===== src/rtl/ebus_diag_pkg.sv =====
// Shared types for the EBUS diagnostic-function responder.
// Optional parity feature is selected by the DIAG_PARITY_EN macro.
package ebus_diag_pkg;

    typedef enum logic [2:0] {
        IDLE,
        WSETUP,
        WDONE,
        RDRIVE,
        RHOLD
    } tDiagRspState;

    typedef logic [0:35] tDiagWord;
    typedef logic [0:6]  tDiagFn;

    localparam tDiagFn WR_BASE_DEF = 7'o040;
    localparam tDiagFn RD_BASE_DEF = 7'o100;

    // A base selects an 8-code block; only the top four bits are compared.
    function automatic logic fn_hit(tDiagFn ds, tDiagFn base);
        return ds[0:3] == base[0:3];
    endfunction

endpackage


===== src/rtl/ebus_diag_if.sv =====
// Diag-strobe bus bundle between the DTE-side initiator and the responder.
// Parity signals exist only when DIAG_PARITY_EN is defined.
interface ebus_diag_if;
    import ebus_diag_pkg::*;

    tDiagFn      DS;
    logic        DIAG_STROBE;
    tDiagWord    EBUS_DATA_IN;
    tDiagWord    STATUS_IN;
    logic        EBUS_DRIVING;
    tDiagWord    EBUS_DATA_OUT;
    logic        WR_PULSE;
    logic [0:2]  WR_INDEX;
    logic [0:2]  DBG_SEL;
    tDiagWord    DBG_DATA;
    logic        ERR;
`ifdef DIAG_PARITY_EN
    logic        EBUS_PAR_IN;
    logic        EBUS_PAR_OUT;

    modport master (
        output DS, DIAG_STROBE, EBUS_DATA_IN, STATUS_IN, DBG_SEL,
        output EBUS_PAR_IN,
        input  EBUS_DRIVING, EBUS_DATA_OUT, WR_PULSE, WR_INDEX,
        input  DBG_DATA, ERR, EBUS_PAR_OUT
    );
    modport slave (
        input  DS, DIAG_STROBE, EBUS_DATA_IN, STATUS_IN, DBG_SEL,
        input  EBUS_PAR_IN,
        output EBUS_DRIVING, EBUS_DATA_OUT, WR_PULSE, WR_INDEX,
        output DBG_DATA, ERR, EBUS_PAR_OUT
    );
`else
    modport master (
        output DS, DIAG_STROBE, EBUS_DATA_IN, STATUS_IN, DBG_SEL,
        input  EBUS_DRIVING, EBUS_DATA_OUT, WR_PULSE, WR_INDEX,
        input  DBG_DATA, ERR
    );
    modport slave (
        input  DS, DIAG_STROBE, EBUS_DATA_IN, STATUS_IN, DBG_SEL,
        output EBUS_DRIVING, EBUS_DATA_OUT, WR_PULSE, WR_INDEX,
        output DBG_DATA, ERR
    );
`endif

endinterface


===== src/rtl/ebus_diag_strobe_sync.sv =====
// Single-stage DIAG_STROBE register with rise detect.
module diag_strobe_sync (
    input  logic CLK,
    input  logic RESET_N,
    input  logic strobe_i,
    output logic strb_o,
    output logic rise_o
);

    logic strb_q;
    logic strb_q1;

    always_ff @(posedge CLK or negedge RESET_N) begin
        if (!RESET_N) begin
            strb_q  <= 1'b0;
            strb_q1 <= 1'b0;
        end else begin
            strb_q  <= strobe_i;
            strb_q1 <= strb_q;
        end
    end

    assign strb_o = strb_q;
    assign rise_o = strb_q & ~strb_q1;

endmodule


===== src/rtl/ebus_diag_responder.sv =====
// EBUS-side diag-function responder: 8 x 36-bit register file, read/write FSM.
// Define DIAG_PARITY_EN to add EBUS_PAR_OUT / EBUS_PAR_IN handling.
module ebus_diag_responder
    import ebus_diag_pkg::*;
#(
    parameter tDiagFn WR_BASE   = WR_BASE_DEF,
    parameter tDiagFn RD_BASE   = RD_BASE_DEF,
    parameter int     SETUP_CYC = 2,
    parameter int     HOLD_CYC  = 1
) (
    input  logic        CLK,
    input  logic        RESET_N,
    ebus_diag_if.slave  bus
);

    tDiagRspState state_q, state_d;
    logic [3:0]   cnt_q, cnt_d;
    logic [0:2]   idx_q, idx_d;
    logic         drive_q, drive_d;
    tDiagWord     data_q, data_d;
    logic         wr_pulse_q, wr_pulse_d;
    logic [0:2]   wr_index_q, wr_index_d;
    logic         err_q, err_d;
    logic         we;
    tDiagWord     regs_q [8];
    logic         strb;
    logic         rise;

    diag_strobe_sync u_sync (
        .CLK      (CLK),
        .RESET_N  (RESET_N),
        .strobe_i (bus.DIAG_STROBE),
        .strb_o   (strb),
        .rise_o   (rise)
    );

    always_ff @(posedge CLK or negedge RESET_N) begin
        if (!RESET_N) begin
            state_q    <= IDLE;
            cnt_q      <= '0;
            idx_q      <= '0;
            drive_q    <= 1'b0;
            data_q     <= '0;
            wr_pulse_q <= 1'b0;
            wr_index_q <= '0;
            err_q      <= 1'b0;
            for (int i = 0; i < 8; i++) regs_q[i] <= '0;
        end else begin
            state_q    <= state_d;
            cnt_q      <= cnt_d;
            idx_q      <= idx_d;
            drive_q    <= drive_d;
            data_q     <= data_d;
            wr_pulse_q <= wr_pulse_d;
            wr_index_q <= wr_index_d;
            err_q      <= err_d;
            if (we) regs_q[idx_q] <= bus.EBUS_DATA_IN;
        end
    end

    always_comb begin
        state_d    = state_q;
        cnt_d      = cnt_q;
        idx_d      = idx_q;
        drive_d    = drive_q;
        data_d     = data_q;
        wr_pulse_d = 1'b0;
        wr_index_d = wr_index_q;
        err_d      = err_q;
        we         = 1'b0;
        unique case (state_q)
            IDLE: begin
                if (rise && fn_hit(bus.DS, WR_BASE)) begin
                    state_d = WSETUP;
                    idx_d   = bus.DS[4:6];
                    cnt_d   = 4'(SETUP_CYC - 1);
                end else if (rise && fn_hit(bus.DS, RD_BASE)) begin
                    state_d = RDRIVE;
                    drive_d = 1'b1;
                    data_d  = (bus.DS[4:6] == 3'd7) ? bus.STATUS_IN
                                                    : regs_q[bus.DS[4:6]];
                end
            end
            WSETUP: begin
                cnt_d = cnt_q - 4'd1;
                if (!strb) begin
                    err_d   = 1'b1;
                    state_d = IDLE;
                end else if (cnt_q <= 4'd1) begin
                    we         = 1'b1;
                    wr_pulse_d = 1'b1;
                    wr_index_d = idx_q;
                    state_d    = WDONE;
`ifdef DIAG_PARITY_EN
                    if (!(^{bus.EBUS_DATA_IN, bus.EBUS_PAR_IN})) err_d = 1'b1;
`endif
                end
            end
            WDONE: begin
                if (!strb) state_d = IDLE;
            end
            RDRIVE: begin
                if (!strb && HOLD_CYC == 0) begin
                    state_d = IDLE;
                    drive_d = 1'b0;
                    data_d  = '0;
                end else if (!strb) begin
                    state_d = RHOLD;
                    cnt_d   = 4'(HOLD_CYC);
                end
            end
            RHOLD: begin
                // A new rise here is lost: RHOLD can only return to IDLE.
                if (rise) err_d = 1'b1;
                cnt_d = cnt_q - 4'd1;
                if (cnt_d == 4'd0) begin
                    state_d = IDLE;
                    drive_d = 1'b0;
                    data_d  = '0;
                end
            end
            default: state_d = IDLE;
        endcase
    end

    assign bus.EBUS_DRIVING  = drive_q;
    assign bus.EBUS_DATA_OUT = data_q;
    assign bus.WR_PULSE      = wr_pulse_q;
    assign bus.WR_INDEX      = wr_index_q;
    assign bus.DBG_DATA      = regs_q[bus.DBG_SEL];
    assign bus.ERR           = err_q;
`ifdef DIAG_PARITY_EN
    assign bus.EBUS_PAR_OUT  = drive_q & ~(^data_q);
`endif

endmodule


===== src/flat_wrapper.sv =====
// flat-port wrapper written by rule: the top's interface ports become plain ports
module ebus_diag_responder_flat import ebus_diag_pkg::*;
#(
    parameter tDiagFn WR_BASE   = WR_BASE_DEF,
    parameter tDiagFn RD_BASE   = RD_BASE_DEF,
    parameter int     SETUP_CYC = 2,
    parameter int     HOLD_CYC  = 1
)
  (CLK, RESET_N, bus_DS, bus_DIAG_STROBE, bus_EBUS_DATA_IN, bus_STATUS_IN, bus_DBG_SEL, bus_EBUS_DRIVING, bus_EBUS_DATA_OUT, bus_WR_PULSE, bus_WR_INDEX, bus_DBG_DATA, bus_ERR);
  ebus_diag_if bus_i ();
  input  logic CLK;
  input  logic RESET_N;
  input wire logic [$bits(bus_i.DS)-1:0] bus_DS;
  input wire logic [$bits(bus_i.DIAG_STROBE)-1:0] bus_DIAG_STROBE;
  input wire logic [$bits(bus_i.EBUS_DATA_IN)-1:0] bus_EBUS_DATA_IN;
  input wire logic [$bits(bus_i.STATUS_IN)-1:0] bus_STATUS_IN;
  input wire logic [$bits(bus_i.DBG_SEL)-1:0] bus_DBG_SEL;
  output wire logic [$bits(bus_i.EBUS_DRIVING)-1:0] bus_EBUS_DRIVING;
  output wire logic [$bits(bus_i.EBUS_DATA_OUT)-1:0] bus_EBUS_DATA_OUT;
  output wire logic [$bits(bus_i.WR_PULSE)-1:0] bus_WR_PULSE;
  output wire logic [$bits(bus_i.WR_INDEX)-1:0] bus_WR_INDEX;
  output wire logic [$bits(bus_i.DBG_DATA)-1:0] bus_DBG_DATA;
  output wire logic [$bits(bus_i.ERR)-1:0] bus_ERR;
  assign bus_i.DS = bus_DS;
  assign bus_i.DIAG_STROBE = bus_DIAG_STROBE;
  assign bus_i.EBUS_DATA_IN = bus_EBUS_DATA_IN;
  assign bus_i.STATUS_IN = bus_STATUS_IN;
  assign bus_i.DBG_SEL = bus_DBG_SEL;
  assign bus_EBUS_DRIVING = bus_i.EBUS_DRIVING;
  assign bus_EBUS_DATA_OUT = bus_i.EBUS_DATA_OUT;
  assign bus_WR_PULSE = bus_i.WR_PULSE;
  assign bus_WR_INDEX = bus_i.WR_INDEX;
  assign bus_DBG_DATA = bus_i.DBG_DATA;
  assign bus_ERR = bus_i.ERR;
  ebus_diag_responder #(.WR_BASE(WR_BASE), .RD_BASE(RD_BASE), .SETUP_CYC(SETUP_CYC), .HOLD_CYC(HOLD_CYC)) u_core (.CLK(CLK), .RESET_N(RESET_N), .bus(bus_i));
endmodule

===== config.mk =====
export PLATFORM = sky130hd
export DESIGN_NAME = ebus_diag_responder_flat
export DESIGN_NICKNAME = d
export VERILOG_FILES = /design/src/rtl/ebus_diag_pkg.sv /design/src/rtl/ebus_diag_if.sv /design/src/rtl/ebus_diag_strobe_sync.sv /design/src/rtl/ebus_diag_responder.sv /design/src/flat_wrapper.sv
export SDC_FILE = /design/constraint.sdc
export NUM_CORES = 1
export LEC_CHECK = 0
export BUFFER_PORTS_ARGS = -buffer_cell sky130_fd_sc_hd__buf_2
export CAP_MARGIN = 5
export CORE_MARGIN = 8
export CORE_UTILIZATION = 45
export DETAILED_ROUTE_END_ITERATION = 6
export HOLD_SLACK_MARGIN = 0.08
export PLACE_DENSITY = 0.59
export SETUP_SLACK_MARGIN = 0.5
export SYNTH_ARGS = -nofsm -noshare
export SYNTH_HDL_FRONTEND = slang
export SYNTH_SLANG_ARGS = --single-unit

===== constraint.sdc =====
create_clock -name CLK -period 3.8 [get_ports CLK]
set_input_delay 0.38 -clock CLK [delete_from_list [all_inputs] [get_ports CLK]]
set_output_delay 0.38 -clock CLK [all_outputs]
set_load 0.01 [all_outputs]

* Word-level counts from Yosys, hierarchy flattened
Index checks and enable logic that the tools add are counted.
** Cells by class
- Muxes and demuxes :: 35
- Add/sub/neg operators :: 1
- Equality and inequality tests :: 17
- Magnitude comparators :: 5
- Reductions and logical operators :: 15
- Bitwise operators :: 5
** Operator list (number)
- $mux W36 :: 9
- $bwmux W288 :: 1
- $bmux W36 S3 :: 2
- $demux W36 S3 :: 1
- $pmux W36 S2 :: 1
- $mux W3 :: 7
- $pmux W3 S5 :: 1
- $ge A4 B4 Y1 const B :: 3
- $not A3 Y4 :: 3
- $pmux W4 S3 :: 1
- $reduce_and A3 Y1 :: 3
- $mux W1 :: 8
- $mux W4 :: 2
- $ne A2 B1 Y1 const B :: 4
- $ne A2 B2 Y1 const B :: 4
- $eq A3 B2 Y1 const B :: 2
- $eq A3 B3 Y1 const B :: 2
- $reduce_and A5 Y1 :: 1
- $eq A4 B3 Y1 const B :: 1
- $eq A4 B4 Y1 const B :: 1
- $le A4 B1 Y1 const B :: 1
- $logic_not A4 Y1 :: 1
- $lt A4 B1 Y1 const B :: 1
- $pmux W1 S2 :: 2
- 13 further kinds :: 16
** Word-level totals
- Flip-flop bits (word level) :: 342
- Input bits :: 85
- Output and inout bits :: 78
- Word-level logic and storage cells :: 96

* Logic depth before layout (Yosys ltp)
- Depth after elaboration :: 8
- Gate-level depth with buffers :: 10
- Depth with buffers taken out :: 7

* By module
A second synthesis with hierarchy kept.
** Unflattened totals
- Cells, all modules :: 1074
- Area total of the unflattened synthesis :: 17553.1 sq um
** By module, submodules not included
- ebus_diag_responder :: cells each 1071, area each 17489.3 sq um, times used 1
- diag_strobe_sync :: cells each 3, area each 63.8 sq um, times used 1

* Worst setup path after synthesis
OpenSTA, ideal clock, no wires.
- Kind :: reg-to-reg
- Start :: register u_core.cnt_q[0]
- End :: register u_core.regs_q[185] (netlist bit)
- Required time :: 3.675 ns
- Path buffers :: 3
- Library setup time :: 0.125 ns
- Period minus slack after synthesis :: 2.621 ns
- Cell stages (with the launch flop) :: 10
- Arrival :: 2.496 ns
- Path slack :: 1.179 ns
- Cells stage by stage :: dfrtp_1 -> inv_1 -> ha_1 -> nor2_1 -> or4b_4 -> buf_6 -> or4b_4 -> buf_6 -> buf_6 -> mux2_4
** Between the ends
- Word-level cells in the longest chain between the ends :: 4
** RTL lines
- start: declaration :: line ebus_diag_responder.sv:17 : logic [3:0] cnt_q, cnt_d;
- start signal: assignment :: line ebus_diag_responder.sv:50 : cnt_q <= cnt_d;
- $le A4 B1 Y1 :: line ebus_diag_responder.sv:89 : end else if (cnt_q <= 4'd1) begin
- $mux W1 :: line ebus_diag_responder.sv:89
- $mux W1 :: line ebus_diag_responder.sv:86 : if (!strb) begin
- $mux W1 :: line ebus_diag_responder.sv:71 : unique case (state_q)
- end signal: indexed assignment :: line ebus_diag_responder.sv:57 : if (we) regs_q[idx_q] <= bus.EBUS_DATA_IN;
- end: declaration :: line ebus_diag_responder.sv:25 : tDiagWord regs_q [8];
Every way passes these cells.
A chain may end at the register's enable or synchronous reset.

* Worst setup path after layout
- Start :: register u_core.cnt_q[0]
- End :: register u_core.regs_q[134] (netlist bit)
Same word-level chain as after synthesis.

==> impl_results.md <==
* Outcome: finished clean
* Worst hold slack at 0.149 ns
* Number of global-route vias before repair at 11214
* Post-synth EDFFs at 0
* Antenna violations before repair at 2
* Global-route wire length before repair at 71000 µm
* Final antenna-violating net count at 0
* Setup Crit Path Kind: reg2reg
* Number of gates resized after CTS at 0
* Synth Flop Type: dfrtp_1
* Finished Core Util at 52.6%
* Clk_lat worst skew at 0.54 ns
* Die span in x at 213 µm
* Drt pass-1 iters at 4
* Reg-to-reg endpoint: u_core.regs_q[134]$_DFFE_PN0P_
* Number of cells after detailed placement at 1752
* Worst Hold Launch: bus_DS[5]
* Io pins at 163
* Max Fanout on Critical Path at 36
* Full die area at 45300 µm²
* Most common cell after layout, fill and taps aside: dfrtp_1
* WHS Endpoint: u_core.state_q[1]$_DFFE_PN0P_
* Syn Inst Count at 1125
* Post-Layout Cell Count at 1824
* Final setup viols at 0
* Peak supply drop at 265 µV
* Relative slew slack at 42.9%
* Hold violation count in the final report at 0
* Largest net degree at the start of global routing at 100
* Total Wirelength at 45500 µm
* Arrival time worst endpoint at 3.44 ns
* Max Clk Rate at 0.331 GHz
* Die Y at 213 µm
* Via count at 10498
* I/O Buffers at 162
* Static leakage at 9.21 nW
* H-tree depth at 2
* DR WL/cell at 24.9 µm
* GPL Wtd Cong at 0.770
* Slew Viols, Final at 0
* Sequential Area at 8560 µm²
* Post-synth ARST share at 100%
* Min Tclk post-route at 3.02 ns
* R2R cell count at 7
* Slowest-stage cell, CP: or4b_2
* Number of DRC markers in iteration 0 at 456
* HPWL after DPL at 27400 µm
* CTS Sinks at 342
* Grt ovf at 0
* Distinct cell type count after synthesis at 45
* Total track usage at 20.6%
* Share of cells above drive strength 1 at 59.4%
* RSZ-0062 raised after global routing: false
* CP cell instances: inv_1 -> ha_1 -> nor2_1 -> or4b_4 -> or4b_2 -> buf_4 -> mux2_4
* Pwr Density at 465 nW/µm²
* Buffer depth of the longest clock path at 3
* Starting Density at 45.3%
* Final worst clock skew at 0.00557 ns
* Clock transition at the registers of the reported paths at 0.06 ns
* Hold Crit Class: in2reg
* Vias per inst at 5.76
* Fin nets at 1366
* Hold path depth at 4
* CP Capture Type: flip-flop
* R2R Setup Slk at 0.78 ns
* Most frequent cells in the layout: 342 x dfrtp_1, 325 x mux2_2, 157 x buf_2
* CTS Buf Count at 40
* Fillcell total at 3277
* Synthesized area at 17400 µm²
* CP required at 4.22 ns
* Synth warnings at 0
* ANT cells at 0
* Overall Power at 9.41 mW
* Core ar. at 38500 µm²
* Area of the multi-input gates at 8490 µm²
* Synth-to-layout area growth at 16.2%
* CP max stage delay at 0.64 ns
* Startpoint Class: flip-flop
* Net Count, Synth at 1213
* Setup tns final at 0 ns
* Syn avg cell area at 15.5 µm²
* Period utilization at 79.6%
* Worst slew pin tran at 0.856 ns
* Max cap viols at 0
* Sequential share of the synthesized area at 49.1%
* Row Count at 72
* TritonCTS clock tree: built
* Seq cells post-synth at 342
* Drt drc at 0
* CTS root buffer: clkbuf_16
* Worst reg2reg startpoint: u_core.cnt_q[0]$_DFFE_PN0P_
-- what timing repair did --
action | in CTS | in global routing
hold buffers | 2 | 0
setup buffers | 0 | 0
hold endpoints to repair | 58 | 0
-- flip-flops by register name, indices dropped and copies added, names as in the netlist --
signal and cells:
u_core.bus.ERR 1, u_core.state_q 3, u_core.bus.EBUS_DATA_OUT 36, u_core.cnt_q 4
u_core.idx_q 3, u_core.bus.WR_PULSE 1, u_core.bus.WR_INDEX 3, u_core.bus.EBUS_DRIVING 1
u_core.u_sync.strb_o 1, u_core.u_sync.strb_q1 1, u_core.regs_q 288
-- cell usage after synthesis, types with 2 or more instances --
cell | count | area, µm²
or4b_4 | 2 | 27.5
nand2b_1 | 5 | 31.3
mux2_2 | 325 | 3660
ha_1 | 3 | 37.5
mux2_4 | 38 | 571
buf_2 | 16 | 80.1
nand3_1 | 2 | 10.0
o21ai_0 | 40 | 200
clkbuf_1 | 40 | 150
buf_1 | 19 | 71.3
nand2_1 | 87 | 327
nor2_1 | 12 | 45.0
o2bb2ai_1 | 3 | 26.3
buf_6 | 9 | 101
inv_1 | 4 | 15.0
nor3b_1 | 3 | 22.5
nand3b_1 | 3 | 22.5
nand4_1 | 2 | 12.5
mux4_2 | 144 | 3240
dfrtp_1 | 342 | 8560
nor3_2 | 2 | 20.0
-- stage by stage --
stage / worst slack (ns) / cell area (µm²)
floorplan: 1.18 / 17400
global placement: 0.851 / 18900
detailed placement: 0.804 / 18900
CTS: 0.777 / 20200
global route: 0.664 / 20200
finish: 0.776 / 20200
-- layer usage --
layer | wire length, µm | vias up | GRT usage (%)
li1 | - | 4587 | -
met4 | 875 | 4 | 5.64
met3 | 2280 | 62 | 3.33
met1 | 20400 | 5607 | 28.9
met2 | 21900 | 238 | 32.9
met5 | 22 | - | 0
-- worst max-delay path: cells and delay by family (launching register included) --
family / cells / cell delay [ns]
multiplexers: 1 / 0.39
AND/OR/NAND/NOR: 3 / 1.35
adder cells (fa/ha/maj): 1 / 0.23
buffers and inverters: 2 / 0.46
flip-flops: 1 / 0.45
-- report_power, final --
group | internal (mW) | switching [mW]
Combinational | 0.770 | 0.616
Sequential | 3.94 | 0.239
Clock | 2.32 | 1.52
-- cell type report --
class	instances	share of cell area (%)
clock buffers	59	5.95
clock inverters	11	0.569
inverters	5	0.0927
multi-input cells	694	41.9
flip-flops and latches	342	42.3
well taps	518	3.20
repair buffers	195	5.97
-- worst max-delay path by stage --
| stage | from | endpoint | slack [ns] | depth (start not counted) |
|---|---|---|---|---|
| 2_1_floorplan | u_core.cnt_q[0]$_DFFE_PN0P_ | u_core.regs_q[185]$_DFFE_PN0P_ | 1.18 | 9 |
| 6_report | u_core.cnt_q[0]$_DFFE_PN0P_ | u_core.regs_q[134]$_DFFE_PN0P_ | 0.78 | 7 |
| 3_3_place_gp | u_core.cnt_q[0]$_DFFE_PN0P_ | u_core.regs_q[134]$_DFFE_PN0P_ | 0.85 | 7 |
| 3_5_place_dp | u_core.cnt_q[0]$_DFFE_PN0P_ | u_core.regs_q[134]$_DFFE_PN0P_ | 0.80 | 7 |
| 5_1_grt | u_core.cnt_q[0]$_DFFE_PN0P_ | u_core.regs_q[130]$_DFFE_PN0P_ | 0.66 | 7 |
| 4_1_cts | u_core.cnt_q[0]$_DFFE_PN0P_ | u_core.regs_q[134]$_DFFE_PN0P_ | 0.78 | 7 |
-- kinds of logic (layout without fill, tap and decap cells) --
family,after synthesis,count (layout),synth area share (%)
flip-flops,342,342,49.1
AO/OA/AOI/OAI,54,54,1.82
XOR/XNOR,1,1,0.0503
adder cells (fa/ha/maj),3,3,0.215
AND/OR/NAND/NOR,129,129,3.50
multiplexers,507,507,42.9
buffers and inverters,89,270,2.42
Power figures use the tool's default switching activity.
